**config.mk**
```make
export PLATFORM = sky130hd
export DESIGN_NAME = exec_controller
export DESIGN_NICKNAME = d
export VERILOG_FILES = /design/src/rtl/exec_controller.sv
export SDC_FILE = /design/constraint.sdc
export NUM_CORES = 1
export LEC_CHECK = 0
export ABC_CLOCK_PERIOD_IN_PS = 2440
export CAP_MARGIN = 15
export CORE_UTILIZATION = 43
export DETAILED_ROUTE_END_ITERATION = 10
export PLACE_DENSITY = 0.8
export SETUP_SLACK_MARGIN = 0.2
export SLEW_MARGIN = 20
export SYNTH_ARGS = -nofsm -noshare
export SYNTH_HDL_FRONTEND = slang
export SYNTH_SLANG_ARGS = --single-unit
```
**constraint.sdc**
```tcl
create_clock -name clock -period 2.44 [get_ports clock]
set_input_delay 0.61 -clock clock [delete_from_list [all_inputs] [get_ports clock]]
set_output_delay 0.61 -clock clock [all_outputs]
set_load 0.005 [all_outputs]
```
**src/rtl/exec_controller.sv**
```systemverilog
// Execution controller: run / halt / multi-step sequencing of the core clock enable plus an enabled-cycle counter.
// PC breakpoint support (BREAK state, resume mask) is compiled in only when CTRL_BREAKPOINT_EN is defined.
module exec_controller #(
    parameter int unsigned STEP_CYCLES = 1,
    parameter int unsigned COUNT_W     = 32,
    parameter bit          RESET_RUN   = 1'b0
) (
    input  logic               clock,
    input  logic               reset,
    input  logic               run_req,
    input  logic               step_req,
    input  logic               halt_req,
    input  logic               bp_valid,
    input  logic [31:0]        bp_addr,
    input  logic [31:0]        pc,
    input  logic               cnt_clr,
    output logic               cpu_en,
    output logic [1:0]         state,
    output logic               halted,
    output logic [COUNT_W-1:0] cycle_count
);

    typedef enum logic [1:0] {
        S_HALT  = 2'd0,
        S_RUN   = 2'd1,
        S_STEP  = 2'd2,
        S_BREAK = 2'd3
    } state_t;

    localparam state_t     RESET_STATE = RESET_RUN ? S_RUN : S_HALT;
    localparam logic [7:0] STEP_LOAD   = 8'(STEP_CYCLES);

    state_t             r_state;
    state_t             w_state_nxt;
    logic               r_run_q;
    logic               r_step_q;
    logic               r_halt_q;
    logic [7:0]         r_step_cnt;
    logic [7:0]         w_step_cnt_nxt;
    logic [COUNT_W-1:0] r_cycle_count;
    logic               w_run_ev;
    logic               w_step_ev;
    logic               w_halt_ev;
    logic               w_bp_hit;
    logic               w_resume_set;

    // A held request level yields exactly one event on its first cycle.
    assign w_run_ev  = run_req  & ~r_run_q;
    assign w_step_ev = step_req & ~r_step_q;
    assign w_halt_ev = halt_req & ~r_halt_q;

    always_ff @(posedge clock or negedge reset) begin
        if (!reset) begin
            r_run_q  <= 1'b0;
            r_step_q <= 1'b0;
            r_halt_q <= 1'b0;
        end else begin
            // NOTE: sequential state uses non-blocking assignments so every register samples pre-edge values.
            r_run_q  <= run_req;
            r_step_q <= step_req;
            r_halt_q <= halt_req;
        end
    end

`ifdef CTRL_BREAKPOINT_EN
    logic        r_resume_mask;
    logic [31:0] r_bp_addr_q;

    assign w_bp_hit = bp_valid & (pc == bp_addr) & ~r_resume_mask;

    // The mask lets the core leave a breakpoint PC once; it drops as soon as the PC moves or the target changes.
    always_ff @(posedge clock or negedge reset) begin
        if (!reset) begin
            r_resume_mask <= 1'b0;
            r_bp_addr_q   <= '0;
        end else begin
            r_bp_addr_q <= bp_addr;
            if (w_resume_set) begin
                r_resume_mask <= 1'b1;
            end else if ((pc != bp_addr) || (bp_addr != r_bp_addr_q)) begin
                r_resume_mask <= 1'b0;
            end
        end
    end
`else
    wire w_unused_bp = &{1'b0, bp_valid, bp_addr, pc, w_resume_set};

    assign w_bp_hit = 1'b0;
`endif

    always_comb begin
        // NOTE: every combinational output gets a default first so no path can infer a latch.
        w_state_nxt    = r_state;
        w_step_cnt_nxt = r_step_cnt;
        w_resume_set   = 1'b0;
        case (r_state)
            S_HALT: begin
                if (!w_halt_ev) begin
                    if (w_step_ev) begin
                        w_state_nxt    = S_STEP;
                        w_step_cnt_nxt = STEP_LOAD;
                    end else if (w_run_ev) begin
                        w_state_nxt = S_RUN;
                    end
                end
            end
            S_RUN: begin
                if (w_halt_ev) begin
                    w_state_nxt = S_HALT;
                end else if (w_bp_hit) begin
                    w_state_nxt = S_BREAK;
                end else if (w_step_ev) begin
                    w_state_nxt    = S_STEP;
                    w_step_cnt_nxt = STEP_LOAD;
                end
            end
            S_STEP: begin
                w_step_cnt_nxt = r_step_cnt - 8'd1;
                if (w_halt_ev || (r_step_cnt == 8'd1)) begin
                    w_state_nxt = S_HALT;
                end
            end
            default: begin
                if (w_halt_ev) begin
                    w_state_nxt = S_HALT;
                end else if (w_step_ev) begin
                    w_state_nxt    = S_STEP;
                    w_step_cnt_nxt = STEP_LOAD;
                    w_resume_set   = 1'b1;
                end else if (w_run_ev) begin
                    w_state_nxt  = S_RUN;
                    w_resume_set = 1'b1;
                end
            end
        endcase
    end

    always_ff @(posedge clock or negedge reset) begin
        if (!reset) begin
            r_state    <= RESET_STATE;
            r_step_cnt <= 8'd0;
        end else begin
            r_state    <= w_state_nxt;
            r_step_cnt <= w_step_cnt_nxt;
        end
    end

    // The breakpoint instruction must not execute, so a hit gates the enable in the same cycle.
    assign cpu_en = ((r_state == S_RUN) & ~w_bp_hit) | (r_state == S_STEP);
    assign state  = r_state;
    assign halted = (r_state == S_HALT) | (r_state == S_BREAK);

    always_ff @(posedge clock or negedge reset) begin
        if (!reset) begin
            r_cycle_count <= '0;
        end else if (cnt_clr) begin
            r_cycle_count <= '0;
        end else if (cpu_en && (r_cycle_count != '1)) begin
            r_cycle_count <= r_cycle_count + 1'b1;
        end
    end

    assign cycle_count = r_cycle_count;

endmodule

```
### Yosys cells after proc, flatten, opt, wreduce, memory -nomap -nowiden

Index checks and enable logic that the tools add are counted.

| word-level totals | value |
|---|---|
| output and inout port bits | 36 |
| word-level logic and storage cells | 45 |
| register bits | 45 |

| cells by class | value |
|---|---|
| reduce and logical (&&, ||, !) cells | 7 |
| add/subtract/negate cells | 2 |
| multiplexer cells | 13 |
| equality and inequality tests | 9 |
| bitwise logic cells | 8 |

Operator list:

| kind | count |
|---|---|
| $mux 32 | 2 |
| $add 32x1->32 const B | 1 |
| $ne 32x32->1 const B | 1 |
| $mux 8 | 3 |
| $mux 2 | 7 |
| $eq 8x1->1 const B | 1 |
| $sub 8x1->8 const B | 1 |
| $pmux 2 s3 | 1 |
| $eq 2x2->1 const B | 2 |
| $ne 2x2->1 const B | 2 |
| $reduce_bool 2->1 | 2 |
| $and 1x1->1 | 3 |
| $ne 3x3->1 const B | 1 |
| $not 1->1 | 3 |
| $reduce_and 3->1 | 1 |
| $eq 2x1->1 const B | 1 |
| $logic_not 2->1 | 1 |
| $ne 2x1->1 const B | 1 |
| $or 1x1->1 | 2 |
| $reduce_and 2->1 | 1 |
| $logic_and 1x1->1 | 1 |
| $logic_or 1x1->1 | 1 |

### Logic depth before layout (Yosys ltp)

Gate-level depths: netlist of run 1.

| logic depth | value |
|---|---|
| depth after elaboration | 6 |
| gate-level depth with buffers | 8 |

### Least setup slack after synthesis of run 1

No wires, ideal clock.

| path | value |
|---|---|
| kind | register to register |
| from | reg r_state[0], in the netlist state[0] |
| to | reg r_cycle_count[23], in the netlist cycle_count[23] |
| data required time | 2.308 ns |
| setup slack | 0.275 ns |
| arrival | 2.033 ns |
| period minus slack after synthesis | 2.165 ns |
| cell stages (with the launch flop) | 8 |
| cells stage by stage | dfrtp_1 > inv_1 > ha_1 > nand2_1 > or4_4 > a2111oi_2 > xnor2_1 > nor2_1 |

| between the ends | value |
|---|---|
| word-level cells in the longest chain between the ends | 4 |

Ends and longest elaborated chain:

| item | RTL line | text |
|---|---|---|
| from (decl) | 33 | `state_t r_state;` |
| from (signal assigned) | 143 | `r_state <= w_state_nxt;` |
| $eq 2x1->1 / $eq 2x2->1 (equally long branches) | 149 | `assign cpu_en = ((r_state == S_RUN) & ~w_bp_hit) \| (r_state == S_STEP);` |
| $or 1x1->1 * | 149 |  |
| named net cpu_en | 17 | `output logic cpu_en,` |
| $logic_and 1x1->1 * | 158 | `end else if (cpu_en && (r_cycle_count != '1)) begin` |
| $reduce_bool 2->1 (no source line) * | - |  |
| to (signal assigned) | 159 | `r_cycle_count <= r_cycle_count + 1'b1;` |
| to (decl) | 40 | `logic [COUNT_W-1:0] r_cycle_count;` |

Mark *: on every way through the listed nets, which the timed path passes. The rest lies on a longest branch.
A chain may end at the register's enable or synchronous reset.

### Final worst setup path of run 1

| path | value |
|---|---|
| from | reg r_state[1], in the netlist state[1] |
| to | reg r_cycle_count[23], in the netlist cycle_count[23] |

| between the ends | value |
|---|---|
| word-level cells in the longest chain between the ends | 4 |

Ends and longest elaborated chain:

| item | RTL line |
|---|---|
| $eq 2x1->1 / $eq 2x2->1 (equally long branches) | 149 |
| $or 1x1->1 * | 149 |
| $logic_and 1x1->1 * | 158 |
| $reduce_bool 2->1 (no source line) * | - |

Every way passes the cells marked *; elsewhere a longest branch is shown, timed or not.

==> metrics, run 1 <==
CP top delay family=simple AND/OR/NAND/NOR gates; Cell variety after synth=50; fraction of layout cells with a size suffix above 1=12.80%; boundary pin count=107; Residual DRC=0; CP Class=reg -> reg; Most Crowded Layer GR=met2; XOR/XNOR Fraction of Synth Area=4.358%; width of the die=79.95 µm; Avg WL per Cell=14.50 µm; Root Driver=clkbuf_8; Final Setup Violations=0; vias in the first global route=2185; post-DR vias/cell=5.692; unrepaired setup endpoints after global routing=false; reg2reg setup slack=310 ps; Async S/R FF share, synth=100.0%; final wirelength=5.845 mm; Final nets=405; Post-Synth Adder-Cell Area=3.352%; pwr dens=664.4 mW/mm²; GR Layer Usage met2=32.56%; Compound-Gate Fraction of Synth Area=14.66%; max-cap check violation count=0; clock skew=10.79 ps; period utilization=87.42%; Final Hold Fails=0; met3 Use GR=3.200%; Synth Flop Type=dfrtp_1; DRT iter0 DRCs=98; Rel. slew slack=69.27%; number of port buffers=41; Arr. time, crit path=2320 ps; fillers=536; CP Capture Type=flip-flop; Syn Nets=350; area of the multi-input gates=0.001416 mm²; CP required=2620 ps; via count=2294; CP startpoint kind=flip-flop; wire length of the first global-routing pass=10.08 mm; Initial Util=44.39%; r2r startpoint=state[1]$_DFFE_PN0P_; largest net degree at the start of global routing=25; VDD IR-drop max=0.5391 mV; CTS H-Tree Depth=2; Yosys warnings=0; CP max FO=3; final setup TNS=0 ps; Post-synth EDFFs=0; Reg2Reg Depth=7; Detail Placement HPWL=4.266 mm; row count=28; fin worst setup slack=306.9 ps; area of the mapped netlist=0.002613 mm²; Max stage delay cell, worst path=or4_4; P&R area growth vs syn=25.91%; sequential share of the synthesized area=43.10%; Die Area=0.006391 mm²; Tmin final=2133 ps; crit-path max cell delay=520 ps; Setup WS pre-CTS=206.5 ps; total track usage=19.94%; clock sink count=45; worst path bufs/invs=1; status=completed; Leak=1.319 nW; max-slew violation count=0; Clock transition at path regs=80 ps; final antenna-violating net count=0; Worst-Skew Late Latency=300 ps; Post-Synth Simple-Gate Area=28.07%; GR Util met1=26.42%; antenna violations before repair=0; FF+latch count, synth=45; Syn Inst Count=272; CTS buffer count=5; Worst R2R End=cycle_count[23]$_DFFE_PN0P_; # diodes=0; worst-path cell chain=inv_2, ha_4, nand2_1, or4_4, a2111oi_2, xnor2_1, nor2_1; syn_area_per_cell=9.605 µm²; GRT overflow=0; Placer Congestion=0.8609; Worst Tran Pin Value=459.8 ps; Die Span Y=79.95 µm; hold_ws=250.9 ps; Tightest Hold Check Type=in -> async; clock buffer depth=2; First-pass DRT Iterations=4; CORE AREA=0.005886 mm²; main combinational cell family by area after synthesis=simple AND/OR/NAND/NOR gates; CTS tree=yes; Seq. cell area=0.001126 mm²; Max Freq=468.8 MHz; post-synthesis mux area share=3.257%
-- layer usage --
layer / up-vias / routed length [µm]
li1: 1116 / -
met1: 1123 / 2710
met2: 46 / 2798
met3: 9 / 243
met4: 0 / 93
met5: - / 0
-- layout by cell type, fill, tap and decap left out, types with 2 or more instances in the layout --
cell type and instances:
inv_1 12, o31ai_1 4, nor2_1 26, clkbuf_8 5
nand2b_1 2, and2_1 3, clkdlybuf4s50_1 38, clkbuf_1 3
mux2_1 2, or4_1 8, dfrtp_1 45, nand2_1 17
and4_4 2, xnor2_1 9, nor4_1 3, nand4_1 7
dlygate4sd2_1 2, o21ai_0 16, o41ai_1 2, mux2i_1 4
buf_4 13, and3_1 6, inv_2 2, a211oi_1 3
o311ai_0 2, xor2_1 4, a2111oi_2 2, and4_2 2
ha_1 6, and4_1 2, nand3_4 2, mux2_2 2
a21oi_1 19, nor3_1 3, a31oi_1 2, or3_1 9
nand3_1 15, nor2b_1 6
-- registers in the layout, indices dropped and copies added (netlist names) --
name / cells
cycle_count: 32
r_halt_q: 1
r_run_q: 1
r_step_cnt: 8
r_step_q: 1
state: 2
-- synth_stat cells (2+ instances only) --
master     number  area share, %
or3_1           9            2.2
a21oi_1        19            3.6
and4_1          3            1.0
mux2_1          2           0.86
nor4_1          3           0.72
nand3_4         2            1.3
o41ai_1         2           0.67
ha_1            7            3.4
nand4_1         7            1.7
xor2_1          4            1.3
nand2_1        17            2.4
o311ai_0        2           0.67
and2_1          3           0.72
inv_1          14            2.0
mux2_2          2           0.86
dfrtp_1        45             43
nor2_1         26            3.7
or4_1           8            2.3
nor3_1          3           0.57
a2111oi_2       2            1.1
and3_1          6            1.4
a31oi_1         2           0.48
mux2i_1         4            1.5
clkbuf_1        5           0.72
nand3_1        15            2.9
nor2b_1         6            1.4
and4_4          2           0.86
o21ai_0        16            3.1
o31ai_1         4            1.1
xnor2_1         9            3.0
a211oi_1        3           0.86
nand2b_1        2           0.48
-- timing repair --
| item | CTS | global route |
|---|---|---|
| buffers inserted | 2 | 1 |
| hold endpoints to repair | 0 | 0 |
| resized for setup | 5 | 1 |
| hold buffers | 0 | 0 |
| cloned | 0 | 0 |
| pin swaps | 1 | 1 |
| setup endpoints to repair | 4 | 8 |
-- final cells by class --
type                    instances  share of cell area [%]
clock buffers                   8                   2.434
inverters                      14                   1.598
multi-input cells             206                   43.06
flip-flops and latches         45                   34.23
well taps                      75                   2.853
repair buffers                 55                   15.82
-- per-stage QoR --
step	cells	total power [mW]	utilization (%)	instance area, µm²
2_1_floorplan	272	1.390	-	2613
3_3_place_gp	392	1.661	53.95	3176
3_5_place_dp	392	1.694	53.95	3176
4_1_cts	402	2.168	55.74	3281
5_1_grt	403	2.342	55.89	3289
6_report	403	2.185	55.89	3289
-- worst max-delay path by stage --
stage                                     from                           to  slack [ps]  cells after the start
floorplan                 state[0]$_DFFE_PN0P_  cycle_count[23]$_DFFE_PN0P_         270                      7
global placement    cycle_count[0]$_DFFE_PN0P_   cycle_count[1]$_DFFE_PN0P_         240                      7
detailed placement  cycle_count[0]$_DFFE_PN0P_   cycle_count[1]$_DFFE_PN0P_         210                      7
CTS                 cycle_count[0]$_DFFE_PN0P_   cycle_count[1]$_DFFE_PN0P_         220                      7
global route        cycle_count[0]$_DFFE_PN0P_   cycle_count[1]$_DFFE_PN0P_         210                      7
finish                    state[1]$_DFFE_PN0P_  cycle_count[23]$_DFFE_PN0P_         310                      7
-- report_power, final --
group | internal, mW | switching, mW | total [mW] | leakage [nW]
logic | 0.392 | 0.413 | 0.805 | 0.669
clock network | 0.204 | 0.241 | 0.445 | 0.0395
registers | 0.840 | 0.0959 | 0.936 | 0.610
-- logic make-up after synthesis --
| group | count (synthesis) |
|---|---|
| flip-flops | 45 |
| buffers and inverters | 21 |
| multiplexers | 8 |
| AND/OR/NAND/NOR | 121 |
| adder cells (fa/ha/maj) | 7 |
| XOR/XNOR | 13 |
| AO/OA/AOI/OAI | 57 |
(Power assumes the default switching activity.)
==> run 2, diff against run 1 <==
--- a/config.mk
+++ b/config.mk
@@ -7,9 +7,10 @@
 export LEC_CHECK = 0
 export ABC_CLOCK_PERIOD_IN_PS = 2440
 export CAP_MARGIN = 15
-export CORE_UTILIZATION = 43
+export CORE_UTILIZATION = 45
 export DETAILED_ROUTE_END_ITERATION = 10
-export PLACE_DENSITY = 0.8
+export DONT_BUFFER_PORTS = 1
+export PLACE_DENSITY = 0.58
 export SETUP_SLACK_MARGIN = 0.2
 export SLEW_MARGIN = 20
 export SYNTH_ARGS = -nofsm -noshare
==> run 2 against run 1 <==
Compared with the run above: first-iteration DRC count decreased by 21%; via count decreased by 8.0%; highest routed layer unchanged; sequential cell count unchanged; non-clock buffer count decreased by 45; final area decreased by 12%; utilization decreased by 3.9 points; clock skew decreased by 1.0 ps; worst setup slack got worse by 3.2 ps; critical endpoint is now cycle_count[27]$_DFFE_PN0P_; combinational power decreased by 18%.
==> metrics, run 2 (synthesis results as in run 1) <==
status=completed; via count=2111; number of port buffers=0; r2r startpoint=state[1]$_DFFE_PN0P_; Detail Placement HPWL=3.953 mm; Tightest Hold Check Type=in -> async; max-slew violation count=0; period utilization=87.56%; Final Hold Fails=0; largest net degree at the start of global routing=46; met3 routed WL=230 µm; met2 WL=2.719 mm; pwr dens=713.4 mW/mm²; Final Setup Violations=0; Worst R2R End=cycle_count[27]$_DFFE_PN0P_; Die Span Y=78.20 µm; row count=27; CP startpoint kind=flip-flop; hold_ws=132.4 ps; Reg2Reg Depth=7; antenna violations before repair=0; CP Class=reg -> reg; width of the die=78.20 µm; Top Layer Used=met4; GRT overflow=0; commonest non-fill, non-tap cell in the layout=dfrtp_1; final antenna-violating net count=0; CTS buffer count=5; CORE AREA=0.005540 mm²; Leak=1.158 nW; CP required=2620 ps; # diodes=0; max-cap check violation count=0; Root Driver=clkbuf_8; DRT iter0 DRCs=77; total track usage=20.15%; clock skew=9.783 ps; P&R area growth vs syn=10.20%; Rel. slew slack=71.06%; max reg flops=32; CP max FO=4; First-pass DRT Iterations=4; M1 WL=2.610 mm; Clock transition at path regs=90 ps; clock buffer depth=2; Tmin final=2136 ps; most frequent cells in the layout=dfrtp_1 (45), nor2_1 (26), a21oi_1 (18), nand2_1 (16), o21ai_0 (16); Die Area=0.006114 mm²; Placer Congestion=0.7507; CTS tree=yes; post-DR vias/cell=5.946; Worst-Skew Late Latency=300 ps; Arr. time, crit path=2320 ps; Initial Util=47.15%; CTS H-Tree Depth=2; CP Capture Type=flip-flop; Max Freq=468.1 MHz; boundary pin count=107; final wirelength=5.627 mm; reg2reg setup slack=300 ps; vias in the first global route=2030; Final nets=360; clock sink count=45; Residual DRC=0; wire length of the first global-routing pass=9.742 mm; Worst Tran Pin Value=428.7 ps; fraction of layout cells with a size suffix above 1=14.13%; Total Power Consumption=2.054 mW; Avg WL per Cell=15.85 µm; VDD IR-drop max=0.3356 mV; final setup TNS=0 ps; unrepaired setup endpoints after global routing=false
run 2: routing by layer:
layer  vias to the layer above  GRT usage [%]
li1                       1021              -
met1                      1040          25.95
met2                        43          33.07
met3                         7          5.116
met4                         0          6.481
met5                         -              0
run 2: per-stage QoR:
step	util (%)	cells	cell area, µm²	setup slack (ps)
floorplan	-	272	2613	274.9
global placement	49.30	345	2731	213.6
detailed placement	49.30	345	2731	185.1
CTS	51.38	354	2846	205.2
global route	51.96	355	2879	204.9
finish	51.96	355	2879	303.6
run 2: repair_timing:
item	CTS	global route
endpoints found under the setup margin	1	16
pin swaps	1	3
resized for setup	0	7
buffers inserted	0	1
hold endpoints to repair	45	0
hold buffers	1	0
run 2: worst max path at each step:
stage	startpoint	cells after the start	endpoint	slack, ps
2_1_floorplan	state[0]$_DFFE_PN0P_	7	cycle_count[23]$_DFFE_PN0P_	270
6_report	state[1]$_DFFE_PN0P_	7	cycle_count[27]$_DFFE_PN0P_	300
3_5_place_dp	cycle_count[0]$_DFFE_PN0P_	7	cycle_count[1]$_DFFE_PN0P_	190
4_1_cts	cycle_count[0]$_DFFE_PN0P_	7	cycle_count[1]$_DFFE_PN0P_	210
5_1_grt	state[1]$_DFFE_PN0P_	7	cycle_count[19]$_DFFE_PN0P_	200
3_3_place_gp	cycle_count[0]$_DFFE_PN0P_	7	cycle_count[1]$_DFFE_PN0P_	210
run 2: report_power, final:
| part | switching [mW] | total, mW | internal, mW |
|---|---|---|---|
| Clock | 0.257 | 0.458 | 0.202 |
| Combinational | 0.374 | 0.659 | 0.285 |
| Sequential | 0.0968 | 0.936 | 0.839 |
| Total | 0.727 | 2.05 | 1.33 |
run 2: final cells by class:
type	count	area, µm²
fill	537	2661
multi-input combinational	206	1428
sequential	45	1126
timing repair buffer	10	95.09
tap	72	90.09
clock buffer	6	72.57
inverter	14	52.55
clock inverter	2	15.01
run 2: critical path, stage by stage (launching register included):
cell,delay [ps]
dfrtp_1,370
inv_1,80
ha_4,310
nand2_1,110
nor4_4,360
o211ai_2,200
nor3_1,230
mux2_1,350
==> run 3, diff against run 2 <==
--- a/config.mk
+++ b/config.mk
@@ -7,10 +7,13 @@
 export LEC_CHECK = 0
 export ABC_CLOCK_PERIOD_IN_PS = 2440
 export CAP_MARGIN = 15
-export CORE_UTILIZATION = 45
+export CELL_PAD_IN_SITES_DETAIL_PLACEMENT = 2
+export CELL_PAD_IN_SITES_GLOBAL_PLACEMENT = 2
+export CORE_UTILIZATION = 36
 export DETAILED_ROUTE_END_ITERATION = 10
 export DONT_BUFFER_PORTS = 1
-export PLACE_DENSITY = 0.58
+export GPL_ROUTABILITY_DRIVEN = 0
+export PLACE_DENSITY = 0.76
 export SETUP_SLACK_MARGIN = 0.2
 export SLEW_MARGIN = 20
 export SYNTH_ARGS = -nofsm -noshare
==> run 3 against run 2 <==
Compared with the run above: sequential cell count did not move; combinational power is 10% higher; sequential power grew 0.4%; final cell count up 7.3%; worst hold slack gained 21 ps; worst setup slack better by 19 ps; global-route usage shrank 0.16 points; critical path depth down 2; via count is 4.5% higher; final area increased by 2.1%; critical path type unchanged; largest power group unchanged.
==> metrics, run 3 (synthesis results as in run 1) <==
most frequent cells in the layout=dfrtp_1 (44), nor2_1 (26), a21oi_1 (18), o21ai_0 (16); CTS buffer count=5; Arr. time, crit path=2340 ps; CORE AREA=0.006907 mm²; post-DR vias/cell=5.790; Tightest Hold Check Type=in -> async; Gate power share=33.9%; Clock transition at path regs=90 ps; wire length of the first global-routing pass=11.83 mm; commonest non-fill, non-tap cell in the layout=dfrtp_1; CTS H-Tree Depth=2; DRT iter0 DRCs=58; final setup TNS=0 ps; Die Span Y=87.19 µm; NetSw=764.5 µW; Detail Placement HPWL=5.150 mm; max-cap check violation count=0; antenna violations before repair=0; row count=30; First-pass DRT Iterations=3; pwr dens=731.7 mW/mm²; final antenna-violating net count=0; Avg WL per Cell=18.84 µm; Die Area=0.007601 mm²; P&R area growth vs syn=12.50%; Leak=1.180 nW; CP required=2660 ps; Rel. slew slack=67.33%; dpl cells=371; Root Driver=clkbuf_8; unrepaired setup endpoints after global routing=false; max reg flops=32; clock sink count=45; status=completed; max-slew violation count=0; Final Hold Fails=0; fraction of layout cells with a size suffix above 1=15.79%; Residual DRC=0; CP max FO=7; Final nets=363; CP Capture Type=flip-flop; Max Freq=472.3 MHz; final wirelength=7.179 mm; VDD IR-drop max=0.2412 mV; Worst Tran Pin Value=484.0 ps; clock buffer depth=2; vias in the first global route=2493; Worst-Skew Late Latency=300 ps; Final Setup Violations=0; period utilization=86.78%; P_int=1.386 mW; CP startpoint kind=flip-flop; Clock Power Share=22.4%; CP Class=reg -> reg; Seq pwr share=43.7%; boundary pin count=107; # diodes=0; clock skew=5.417 ps; CTS tree=yes; fillers=769; largest net degree at the start of global routing=46; via count=2206; Tmin final=2117 ps; Finished Layout Cells=381; total track usage=19.99%; Initial Util=37.83%; width of the die=87.19 µm; switching part of the total power=35.55%; number of port buffers=0; GRT overflow=0
run 3: cell count changes in the layout (fill, tap and decap cells not counted):
cell	previous run	this run
buf_4	9	12
clkbuf_8	5	6
clkinvlp_4	2	0
dfrtp_1	45	44
dfrtp_2	0	1
nand2_1	16	15
nand2_2	1	2
nor3_1	3	2
nor3_2	1	2
run 3: what timing repair did:
item	CTS	global route
endpoints found under the setup margin	5	12
endpoints found under the hold margin	45	0
resized for setup	3	7
pin swaps	0	2
hold buffers	1	0
buffers inserted	0	2
run 3: power groups by stage:
stage | sequential (mW) | clock [mW] | combinational [mW]
4_1_cts | 0.942 | 0.500 | 0.698
3_3_place_gp | 0.946 | 0 | 0.632
5_1_grt | 0.964 | 0.529 | 0.832
2_1_floorplan | 0.940 | 0 | 0.450
3_5_place_dp | 0.957 | 0 | 0.664
6_report | 0.940 | 0.482 | 0.728
run 3: stage by stage:
step | area (µm²) | setup WS [ps] | utilization, % | total power, mW | hold slack (ps)
finish | 2939 | 322.6 | 42.55 | 2.150 | 153.6
floorplan | 2613 | 274.9 | - | 1.390 | 314.4
CTS | 2897 | 179.4 | 41.94 | 2.139 | 156.4
global route | 2939 | 197.1 | 42.55 | 2.326 | 145.0
global placement | 2776 | 251.4 | 40.20 | 1.578 | 316.0
detailed placement | 2776 | 152.8 | 40.20 | 1.621 | 316.1
run 3: layer usage:
metal  vias to the layer above  routed length, µm  GRT usage, %
met5                         -                  0             0
li1                       1025                  -             -
met4                         0                 65         4.322
met3                         6                232         4.645
met2                        38               3761         37.29
met1                      1137               3120         23.19
run 3: cell type report:
class	instances	area (µm²)	share of cell area (%)
clock buffer	7	86.33	2.937
inverter	14	52.55	1.788
multi-input combinational	206	1435	48.83
sequential	45	1127	38.36
tap	96	120.1	4.087
timing repair buffer	13	117.6	4.002
run 3: path summary, 6_finish.rpt:
check                                             from                          end  slack, ps  cells after the start
max reg2reg                cycle_count[10]$_DFFE_PN0P_  cycle_count[26]$_DFFE_PN0P_        320                      5
min in group clock                            halt_req           r_halt_q$_DFF_PN0_        330                      0
min reg2reg                  r_step_cnt[7]$_DFFE_PN0P_    r_step_cnt[7]$_DFFE_PN0P_        500                      1
min                                              reset    r_step_cnt[5]$_DFFE_PN0P_        150                      1
max in group asynchronous                        reset   cycle_count[0]$_DFFE_PN0P_       2060                      1
max                        cycle_count[10]$_DFFE_PN0P_  cycle_count[26]$_DFFE_PN0P_        320                      5
run 3: critical path, cell delays in order (launching register included):
cell and delay (ps):
dfrtp_1 490, and4_4 330, nand3_4 150, or4_1 580, or3_1 340, a21oi_1 160
